`config.mk`:
```
export PLATFORM = sky130hd
export DESIGN_NAME = otf_digit_converter
export DESIGN_NICKNAME = d
export VERILOG_FILES = /design/src/rtl/otf_pkg.sv /design/src/rtl/bs_digit_decode.sv /design/src/rtl/otf_digit_converter.sv
export SDC_FILE = /design/constraint.sdc
export NUM_CORES = 1
export LEC_CHECK = 0
export BUFFER_PORTS_ARGS = -buffer_cell sky130_fd_sc_hd__clkbuf_2
export CORE_UTILIZATION = 58
export DETAILED_ROUTE_END_ITERATION = 8
export PLACE_DENSITY = 0.79
export SLEW_MARGIN = 30
export SYNTH_ARGS = -nofsm -noshare
export SYNTH_HDL_FRONTEND = slang
export SYNTH_SLANG_ARGS = --single-unit
```
`constraint.sdc`:
```
create_clock -name clk -period 2.33 [get_ports clk]
set_input_delay 0.1165 -clock clk [delete_from_list [all_inputs] [get_ports clk]]
set_output_delay 0.1165 -clock clk [all_outputs]
set_load 0.1 [all_outputs]
```
`src/rtl/otf_pkg.sv`:
```
// Shared types for the on-the-fly digit converter and the online-unit selection logic.
package otf_pkg;

  typedef enum logic {
    IDLE = 1'b0,
    ACC  = 1'b1
  } state_e;

  typedef enum logic [1:0] {
    ZERO = 2'd0,
    POS  = 2'd1,
    NEG  = 2'd2
  } digit_e;

  // QM starts one ulp below Q = 0, i.e. every bit set; replicated to the register width.
  localparam logic QM_RST_FILL = 1'b1;

endpackage

```
`src/rtl/bs_digit_decode.sv`:
```
// Borrow-save digit decode: (d_p, d_n) -> {+1, 0, -1}; both-set cancels to zero.
module bs_digit_decode
  import otf_pkg::*;
(
  input  logic       d_p,
  input  logic       d_n,
  output logic [1:0] digit
);

  digit_e dec;

  // Map the bit pair onto the decoded-digit enum.
  always_comb begin
    dec = ZERO;
    if (d_p && !d_n) begin
      dec = POS;
    end else if (!d_p && d_n) begin
      dec = NEG;
    end
  end

  assign digit = dec;

endmodule

```
`src/rtl/otf_digit_converter.sv`:
```
// Serial MSD-first on-the-fly conversion of borrow-save digits into an (N+1)-bit
// two's-complement fraction, using the Q / QM = Q-1 candidate pair so no carry ripples.
module otf_digit_converter
  import otf_pkg::*;
#(
  parameter int N = 16
) (
  input  logic       clk,
  input  logic       rst_n,
  input  logic       start,
  input  logic       in_valid,
  input  logic       d_p,
  input  logic       d_n,
  output logic       busy,
  output logic       out_valid,
  output logic [N:0] result
);

  localparam int W  = N + 1;
  localparam int CW = $clog2(N + 1);
  localparam logic [W-1:0]  QM_INIT  = {W{QM_RST_FILL}};
  localparam logic [CW-1:0] CNT_LAST = CW'(N);

  state_e        state_q, state_d;
  logic [CW-1:0] cnt_q, cnt_d;
  logic [W-1:0]  q_q, q_d;
  logic [W-1:0]  qm_q, qm_d;
  logic [W-1:0]  result_q, result_d;
  logic          out_valid_q, out_valid_d;

  logic [1:0]    digit_raw;
  digit_e        digit;
  logic          accept;
  logic          done;
  logic [W-1:0]  q_base, qm_base;
  logic [CW-1:0] cnt_base, cnt_inc;

  bs_digit_decode u_decode (
    .d_p   (d_p),
    .d_n   (d_n),
    .digit (digit_raw)
  );

  assign digit = digit_e'(digit_raw);

  // Digit accept, candidate-register update and completion detect.
  always_comb begin
    accept   = in_valid && (start || (state_q == ACC));
    // A start digit discards any operand in flight and applies itself to fresh candidates.
    q_base   = start ? '0 : q_q;
    qm_base  = start ? QM_INIT : qm_q;
    cnt_base = start ? '0 : cnt_q;
    cnt_inc  = cnt_base + CW'(1);
    cnt_d    = cnt_q;
    q_d      = q_q;
    qm_d     = qm_q;
    done     = 1'b0;
    if (accept) begin
      cnt_d = cnt_inc;
      done  = (cnt_inc == CNT_LAST);
      unique case (digit)
        POS: begin
          q_d  = {q_base[W-2:0], 1'b1};
          qm_d = {q_base[W-2:0], 1'b0};
        end
        NEG: begin
          q_d  = {qm_base[W-2:0], 1'b1};
          qm_d = {qm_base[W-2:0], 1'b0};
        end
        default: begin
          q_d  = {q_base[W-2:0], 1'b0};
          qm_d = {qm_base[W-2:0], 1'b1};
        end
      endcase
    end
  end

  // Next state: the N-th digit ends the operand, any other accepted digit keeps accumulating.
  always_comb begin
    state_d = state_q;
    if (done) begin
      state_d = IDLE;
    end else if (accept) begin
      state_d = ACC;
    end
  end

  // State, digit counter and candidate registers.
  always_ff @(posedge clk or negedge rst_n) begin
    if (!rst_n) begin
      state_q <= IDLE;
      cnt_q   <= '0;
      q_q     <= '0;
      qm_q    <= QM_INIT;
    end else begin
      state_q <= state_d;
      cnt_q   <= cnt_d;
      q_q     <= q_d;
      qm_q    <= qm_d;
    end
  end

  // Output stage inputs: result is only loaded on completion, otherwise held.
  always_comb begin
    out_valid_d = done;
    result_d    = done ? q_d : result_q;
  end

  // Registered outputs, so nothing combinational reaches result / out_valid from the inputs.
  always_ff @(posedge clk or negedge rst_n) begin
    if (!rst_n) begin
      out_valid_q <= 1'b0;
      result_q    <= '0;
    end else begin
      out_valid_q <= out_valid_d;
      result_q    <= result_d;
    end
  end

  // Moore outputs decoded from registers.
  always_comb begin
    busy      = (state_q == ACC);
    out_valid = out_valid_q;
    result    = result_q;
  end

endmodule
```
== Yosys cells after proc, flatten, opt, wreduce, memory -nomap -nowiden ==
Index checks and enable logic that the tools add are counted.
Storage, ports and cells
  latch bits: 0
  input bits: 6
  RAM bits: 0
  ROM bits: 0
  memories kept: 0
  register bits: 57
  logic and storage cells: 28
  output and inout bits: 19
Operators by class
  $add $sub $neg: 1
  reduce and logical (&&, ||, !) cells: 7
  $lt $le $gt $ge: 0
  muxes and demuxes: 11
  divide/modulo/power cells: 0
  equal/unequal tests: 3
  shift-type cells: 0
  bitwise logic cells: 0
  multipliers: 0
Operators with widths (count)
  one-hot mux 17 bit (2 select lines): 1
  two-way mux 16 bit: 2
  one-hot mux 16 bit (2 select lines): 1
  two-way mux 17 bit: 1
  adder 5 x 1 -> 5 bit (second input constant): 1
  equality test 5 bit (second input constant): 1
  two-way mux 5 bit: 1
  two-way mux 2 bit: 2
  logical AND 1 bit: 3
  two-way mux 1 bit: 3
  equality test 2 x 1 -> 1 bit (second input constant): 1
  equality test 2 bit (second input constant): 1
  zero test 1 bit: 2
  nonzero test 2 bit: 1
  logical OR 1 bit: 1

== Logic depth before layout (Yosys ltp) ==
Gate-level depths: netlist of run 1.
  depth in word-level cells: 7
  gate-level depth with buffers: 9
  mapped depth without buffers: 6

== By module ==
Synthesis of run 1 repeated with hierarchy kept, for this count alone.
Second synthesis, totals
  cells, all modules: 267
  area, all modules: 2710.1 µm²
By module, submodules not included
  otf_digit_converter: cells each 265, times used 1, area each 2695.1 µm², seq. area each 1446.4 µm²
  bs_digit_decode: cells each 2, times used 1, area each 15.0 µm², seq. area each 0.0 µm²

== Worst setup path after synthesis of run 1 ==
No wires, ideal clock.
  path kind: reg-to-reg
  from: register state_q (netlist: busy)
  to: register result_q[10] (netlist: result[10])
  setup time: 0.125 ns
  data required time: 2.205 ns
  buffers on the path: 1
  arrival time: 2.079 ns
  clock period less this slack: 2.205 ns
  stages on the path, launching flop included: 6
  slack: 0.125 ns
  path through: dfrtp_1 > nand4b_4 > nor4_4 > a21oi_4 > buf_6 > mux2_4
Between the ends
  longest elaborated chain between the ends: 3
  elaborated cells on any way between the ends: 4
  classes of those cells: mux (2); reduce/logical (2)
Ends and longest elaborated chain
  start: declaration: line otf_digit_converter.sv:24  | state_e state_q, state_d;
  start signal: assignment: line otf_digit_converter.sv:96  | state_q <= state_d;
  logical OR 1 bit *: line otf_digit_converter.sv:48  | accept = in_valid && (start || (state_q == ACC));
  logical AND 1 bit *: line otf_digit_converter.sv:48
  two-way mux 17 bit or two-way mux 1 bit (tied branches): line otf_digit_converter.sv:58  | if (accept) begin
  end signal: assignment: line otf_digit_converter.sv:116  | result_q <= result_d;
  end: declaration: line otf_digit_converter.sv:28  | logic [W-1:0] result_q, result_d;
Mark *: on every way between the ends. The rest lies on a longest branch, timed or not.
A chain may end at the register's enable or synchronous reset.

== Final worst setup path of run 1 ==
  from: register cnt_q[0]
  to: register result_q[1] (netlist: result[1])
Between the ends
  longest elaborated chain between the ends: 4
Ends and longest elaborated chain
  start: declaration: line otf_digit_converter.sv:25  | logic [CW-1:0] cnt_q, cnt_d;
  start signal: assignment: line otf_digit_converter.sv:97  | cnt_q <= cnt_d;
  two-way mux 5 bit: line otf_digit_converter.sv:52  | cnt_base = start ? '0 : cnt_q;
  adder 5 x 1 -> 5 bit: line otf_digit_converter.sv:53  | cnt_inc = cnt_base + CW'(1);
  equality test 5 bit: line otf_digit_converter.sv:60  | done = (cnt_inc == CNT_LAST);
  two-way mux 1 bit: line otf_digit_converter.sv:58
Every way passes these cells.

==> impl_summary.txt, run 1 <==
----------------------------------------------------
[Run status]
  Result of the run ... finished, final reports clean

[Detailed routing]
  Number of search-and-repair iterations in the first detailed-routing pass ... 4
  DRC violation total after the first TritonRoute iteration ... 197
  Drt drc ... 0
  Average wire per cell in the routed design ... 14.6 um
  Detailed Route WL ... 5040 um
  Vias per cell ... 5.95
  Detailed-route via count ... 2058
  Number of nets still failing antenna checks after routing ... 0

[Die]
  Core area ... 4410 um2
  I/O pin count ... 25
  Y dimension of the die ... 70.2 um
  Initial core utilization ... 61.1%
  Row Count ... 24
  X dimension of the die ... 70.2 um
  Full die area ... 4920 um2

[STA]
  Post-route minimum period ... 1.99 ns
  Upper clock frequency limit ... 0.501 GHz
  RSZ-0062 raised after global routing ... no
  Final critical-path setup slack ... 0.336 ns
  Final Hold Vio Count ... 0
  Period utilization ... 85.6%
  Setup TNS ... 0 ns
  Worst clock skew ... 0.00643 ns
  Slew Limit Fails ... 0
  Slew margin rel. ... 54.3%
  Measured slew at the worst slew-check pin ... 0.686 ns
  Final setup fails ... 0
  Hold Slack ... 0.172 ns

[Logic synthesis]
  Syn_nets ... 275
  Leading area contributor after synthesis ... sky130_fd_sc_hd__dfrtp_1
  Share of Yosys cell area claimed by the top area cell type ... 38.1%
  Mean instance size in the synthesized netlist ... 10.2 um2
  Cell types occupying the most area after synthesis ... sky130_fd_sc_hd__dfrtp_1, sky130_fd_sc_hd__dfstp_2, sky130_fd_sc_hd__a31oi_1
  Count of distinct cell types in the synthesized netlist ... 31
  Yosys Warn Count ... 0
  Post-synth design cell area ... 2700 um2
  Number of cells produced by synthesis ... 265
  Flop and latch count out of synthesis ... 57
  Sequential cell area fraction in the yosys report ... 53.7%

[Placed design]
  Final weighted congestion in routability-driven placement ... 0.781
  IO buf count ... 24
  Pre-CTS setup slack ... 0.334 ns
  Placed Area ... 2880 um2
  Post-detailed-placement half-perimeter wirelength ... 3020 um

[Clock network]
  Clock network latency to the later pin of the worst-skew pair ... 0.34 ns
  H-tree level count ... 3
  Clock transition time at the flip-flop clock pins of the worst setup and hold paths ... 0.06 ns
  Cts bufs inserted ... 9
  Total clock sinks ... 57
  Buffer levels on the longest clock path ... 2
  Root buffer cell ... sky130_fd_sc_hd__clkbuf_8
  CTS tree ... done

[Cells and area]
  Antenna Diode Count ... 0
  Final instance area ... 3110 um2
  Area taken by multi-input logic gates ... 1150 um2
  Layout Area Growth over Synthesis ... 15.6%
  Register area ... 1450 um2
  Net count of the finished layout ... 299
  Count of filler cells inserted in the layout ... 326
  Final core area utilization ... 70.5%
  Share of post-route cells with drive strength above 1 ... 28.9%

[Power]
  Gate power share ... 10.7%
  Leakage ... 0.00141 uW
  Largest vdd supply drop ... 0.809 mV
  Cell internal power dissipation ... 1940 uW
  Pwr/cell area ... 823 nW/um2
  Net switching power ... 624 uW
  Switching part of the total ... 24.4%
  Share of power burned in the clock network ... 42.6%
  Sequential Power Share ... 46.7%

[Global routing]
  Antenna violations before repair ... 0
  GRT Util Overall ... 23.3%
  Global routing usage on met1 ... 32.4%
  Routing layer with the top usage in global route ... met2
  Via count of the first global-routing pass ... 1887
  Wire length of the first global-routing pass ... 8850 um
  Global routing usage on met3 ... 8.51%
  Overflow left after global routing ... 0
  Met2 layer usage reported by global route ... 33.2%
  Pin count of the biggest net entering global routing ... 67

[Worst setup path]
  Sort of element at the start of the critical path ... flop
  Critical setup path kind ... reg2reg
  WP data required ... 2.55 ns
  Largest fanout on the critical path ... 19
  Critical Path End Type ... flop
  Data arrival at the endpoint of the critical path ... 2.21 ns

[Min path]
  Path class of the lowest-slack min-delay path ... in2reg

[Run]
  Max-cap violations ... 0

----------------------------------------------------
cells in the final DEF, fill, tap and decap left out, drive strengths merged, types with 2 or more instances in the layout:
cell / count
nor3b: 2
o21ai: 23
o21a: 2
nand3: 2
a21oi: 3
bufinv: 3
buf: 8
nand2: 43
nor3: 2
mux2: 17
nor2b: 3
clkbuf: 37
dfstp: 16
o22ai: 15
nor2: 32
inv: 3
dfrtp: 41
ha: 4
a31oi: 31
per-stage QoR:
| stage | power (uW) | std cells |
|---|---|---|
| 2_1_floorplan | 1390 | 265 |
| 3_3_place_gp | 1470 | 329 |
| 3_5_place_dp | 1480 | 329 |
| 4_1_cts | 2580 | 346 |
| 5_1_grt | 2680 | 346 |
| 6_report | 2560 | 346 |
critical path: stages, from the launching register on:
cell,delay (ns)
sky130_fd_sc_hd__dfrtp_1,0.40
sky130_fd_sc_hd__nor2b_1,0.17
sky130_fd_sc_hd__ha_1,0.25
sky130_fd_sc_hd__and2_0,0.17
sky130_fd_sc_hd__a21o_1,0.20
sky130_fd_sc_hd__a21oi_4,0.15
sky130_fd_sc_hd__buf_12,0.19
sky130_fd_sc_hd__mux2_2,0.34
power by group through the flow:
stage               Sequential, uW  Combinational, uW  Clock, uW
detailed placement            1210                275          0
CTS                           1190                276       1110
finish                        1200                275       1090
floorplan                     1190                202          0
global route                  1210                313       1150
global placement              1210                268          0
flip-flops by register name (all words and copies together) (netlist names):
register,flops
out_valid,1
cnt_q,5
qm_q,16
q_q,17
result,17
busy,1
path summary, 6_finish.rpt:
path | slack [ns] | startpoint | endpoint | cells past startpoint
max | 0.34 | cnt_q[0] | result[1] | 7
min reg2reg | 0.47 | qm_q[0] | qm_q[0] | 2
min in group asynchronous | 0.45 | rst_n | result[11] | 3
max reg2reg | 0.34 | cnt_q[0] | result[1] | 7
max in group asynchronous | 1.43 | rst_n | q_q[2] | 3
min | 0.17 | start | cnt_q[0] | 3
cells in the mapped netlist, drive strengths merged:
| library cell | number |
|---|---|
| nand2 | 43 |
| dfrtp | 41 |
| nor2 | 32 |
| a31oi | 31 |
| o21ai | 23 |
| mux2 | 17 |
| dfstp | 16 |
| o22ai | 15 |
| clkbuf | 12 |
| buf | 8 |
| ha | 4 |
| a21oi | 3 |
| inv | 3 |
| nor2b | 3 |
| nand3 | 2 |
| nor3 | 2 |
| nor3b | 2 |
| o21a | 2 |
| a21o | 1 |
| a22o | 1 |
| and2 | 1 |
| nand4b | 1 |
| nor4 | 1 |
| o21ba | 1 |
metal layers:
| metal | share of wire, % | routed length, um | vias to the layer above |
|---|---|---|---|
| met4 | 0.32 | 16 | 0 |
| met5 | 0 | 0 | - |
| li1 | - | - | 985 |
| met3 | 5.6 | 280 | 2 |
| met2 | 45 | 2280 | 54 |
| met1 | 49 | 2460 | 1017 |
kinds of logic after synthesis:
| kind of cell | synth area share, % |
|---|---|
| multiplexers | 8.22 |
| flip-flops | 53.7 |
| adder cells (fa/ha/maj) | 1.86 |
| AND/OR/NAND/NOR | 15.0 |
| AO/OA/AOI/OAI | 17.5 |
| buffers and inverters | 3.81 |
cell type report:
cell class | count | share of cell area [%]
Clock buffer | 13 | 4.46
Multi-Input combinational cell | 185 | 36.8
Inverter | 3 | 0.362
Sequential cell | 57 | 46.4
Timing Repair Buffer | 33 | 6.91
Clock inverter | 3 | 2.89
Tap cell | 52 | 2.09
what timing repair did:
item                                    in CTS  in global routing
hold endpoints to repair                    41                  0
hold buffers                                 1                  0
resized for setup                            0                  0
endpoints found under the setup margin       0                  0
setup buffers                                0                  0
Note: power is estimated with default switching activity, not from simulation.
==> inputs of run 2 (changes only) <==
--- a/config.mk
+++ b/config.mk
@@ -5,7 +5,7 @@
 export SDC_FILE = /design/constraint.sdc
 export NUM_CORES = 1
 export LEC_CHECK = 0
-export BUFFER_PORTS_ARGS = -buffer_cell sky130_fd_sc_hd__clkbuf_2
+export BUFFER_PORTS_ARGS = -buffer_cell sky130_fd_sc_hd__buf_2
 export CORE_UTILIZATION = 58
 export DETAILED_ROUTE_END_ITERATION = 8
 export PLACE_DENSITY = 0.79
==> impl_summary.txt, run 2 (synthesized netlist as in run 1, its figures left out) <==
----------------------------------------------------
[Placed design]
  Pre-CTS setup slack ... 0.340 ns (+0.00600 ns)
  Placed Area ... 2880 um2 (unchanged)
  IO buf count ... 24 (unchanged)
  Final weighted congestion in routability-driven placement ... 0.787 (+0.72%)
  Post-detailed-placement half-perimeter wirelength ... 3160 um (+4.5%)

[Cells and area]
  Net count of the finished layout ... 299 (unchanged)
  Final instance area ... 3110 um2 (about the same)
  Most common cell after layout, fill and taps aside ... sky130_fd_sc_hd__nand2_1
  Count of filler cells inserted in the layout ... 346 (+6.1%)
  Area taken by multi-input logic gates ... 1150 um2 (unchanged)
  Commonest cells after routing, fill and taps aside ... sky130_fd_sc_hd__nand2_1, sky130_fd_sc_hd__dfrtp_1, sky130_fd_sc_hd__nor2_1
  Share of post-route cells with drive strength above 1 ... 29.9% (+1.0 points)
  Layout Area Growth over Synthesis ... 15.5% (about the same)
  Antenna Diode Count ... 0 (unchanged)
  Register area ... 1450 um2 (unchanged)

[Die]
  Y dimension of the die ... 70.2 um (unchanged)
  I/O pin count ... 25 (unchanged)
  Core area ... 4410 um2 (unchanged)
  Full die area ... 4920 um2 (unchanged)
  Initial core utilization ... 61.1% (unchanged)
  Row Count ... 24 (unchanged)
  X dimension of the die ... 70.2 um (unchanged)

[Worst setup path]
  R2R setup slack ... 0.33 ns (about the same)
  Data arrival at the endpoint of the critical path ... 2.21 ns (about the same)
  Largest fanout on the critical path ... 19 (unchanged)
  Slowest cell on crit path ... sky130_fd_sc_hd__dfrtp_1
  Largest stage delay on the critical path ... 0.41 ns (about the same)
  Cell Chain, Critical Path ... nor2b_1 -> ha_1 -> and2_0 -> a21o_1 -> a21oi_4 -> buf_12 -> mux2_2
  Critical setup path kind ... reg2reg
  Sort of element at the start of the critical path ... flop
  WP data required ... 2.55 ns (about the same)
  Critical Path End Type ... flop

[Clock network]
  Number of buffers added for setup after CTS ... 0 (unchanged)
  Clock transition time at the flip-flop clock pins of the worst setup and hold paths ... 0.06 ns (about the same)
  H-tree level count ... 3 (unchanged)
  Root buffer cell ... sky130_fd_sc_hd__clkbuf_8
  Clock network latency to the later pin of the worst-skew pair ... 0.34 ns (about the same)
  Cts bufs inserted ... 9 (unchanged)
  Buffer levels on the longest clock path ... 2 (unchanged)
  Total clock sinks ... 57 (unchanged)
  CTS tree ... done
  Number of gates resized after cts ... 0 (unchanged)

[Detailed routing]
  Number of nets still failing antenna checks after routing ... 0 (unchanged)
  Detailed Route WL ... 5080 um (+0.81%)
  Number of search-and-repair iterations in the first detailed-routing pass ... 4 (unchanged)
  Drt drc ... 0 (unchanged)
  Average wire per cell in the routed design ... 14.7 um (+0.81%)
  Detailed-route via count ... 2028 (-1.5%)
  DRC violation total after the first TritonRoute iteration ... 168 (-15%)
  Vias per cell ... 5.86 (-1.5%)

[STA]
  RSZ-0062 raised after global routing ... no
  Slew Limit Fails ... 0 (unchanged)
  Setup TNS ... 0 ns (unchanged)
  Final Hold Vio Count ... 0 (unchanged)
  Measured slew at the worst slew-check pin ... 0.684 ns (-0.00188 ns)
  Final setup fails ... 0 (unchanged)
  Post-route minimum period ... 2.00 ns (+0.00322 ns)
  Final critical-path setup slack ... 0.332 ns (-0.00322 ns)
  Slew margin rel. ... 54.4% (+0.13 points)
  Upper clock frequency limit ... 0.501 GHz (-0.16%)
  Worst clock skew ... 0.00750 ns (+0.00107 ns)
  Period utilization ... 85.7% (+0.14 points)

[Global routing]
  Via count of the first global-routing pass ... 1977 (+4.8%)
  GRT Util Overall ... 24.2% (+0.94 points)
  Pin count of the biggest net entering global routing ... 63 (-6.0%)
  Overflow left after global routing ... 0 (unchanged)
  Wire length of the first global-routing pass ... 9050 um (+2.3%)
  Antenna violations before repair ... 0 (unchanged)

[Min path]
  Path class of the lowest-slack min-delay path ... in2reg

[Run]
  Max-cap violations ... 0 (unchanged)

[Power]
  Leakage ... 0.00143 uW (+1.3%)
  Largest vdd supply drop ... 0.533 mV (-34%)
  Overall power consumption ... 2480 uW (-3.4%)
  Pwr/cell area ... 795 nW/um2 (-3.3%)

[Run status]
  Result of the run ... finished, final reports clean

----------------------------------------------------
==> run 2: per-layer routing <==
layer / vias up / GRT usage [%] / wire length (um)
li1: 983 / - / -
met2: 48 / 39.2 / 2510
met5: - / 0 / 0
met1: 986 / 30.1 / 2240
met3: 11 / 6.49 / 218
met4: 0 / 11.6 / 106
==> run 2: cell type report <==
class                      count  area share [%]
sequential                    57            46.5
multi-input combinational    185            36.9
timing repair buffer          33            6.92
clock buffer                  15            6.31
tap                           52            2.09
clock inverter                 1           0.965
inverter                       3           0.362
==> run 2: timing repair <==
item                                   CTS  global route
endpoints found under the hold margin   41             0
setup endpoints to repair                0             0
hold buffers                             1             0
==> run 2: where the power goes <==
part / switching [uW] / internal, uW
Sequential: 77.6 / 1120
Combinational: 166 / 107
Clock: 366 / 640
==> run 2: critical path: cells and delay by family (launching register included) <==
family / cells / cell delay [ns]
compound gates: 2 / 0.34
fa+ha+maj: 1 / 0.25
buf+inv: 1 / 0.19
flops: 1 / 0.41
mux: 1 / 0.35
simple gates: 2 / 0.33
==> run 2: worst paths after layout <==
check	startpoint	end	cells after the start
min in group asynchronous	rst_n	cnt_q[0]	3
max reg2reg	cnt_q[0]	result[7]	7
min reg2reg	qm_q[0]	qm_q[0]	2
max	cnt_q[0]	result[7]	7
min	in_valid	qm_q[0]	4
max in group asynchronous	rst_n	result[6]	3
==> run 2: per-stage QoR <==
stage	utilization, %	instances	hold slack [ns]
after floorplan	-	265	-0.179
after global placement	65.1	329	0.293
after detailed placement	65.1	329	0.293
after CTS	70.5	346	0.187
after global routing	70.5	346	0.223
final	70.5	346	0.199
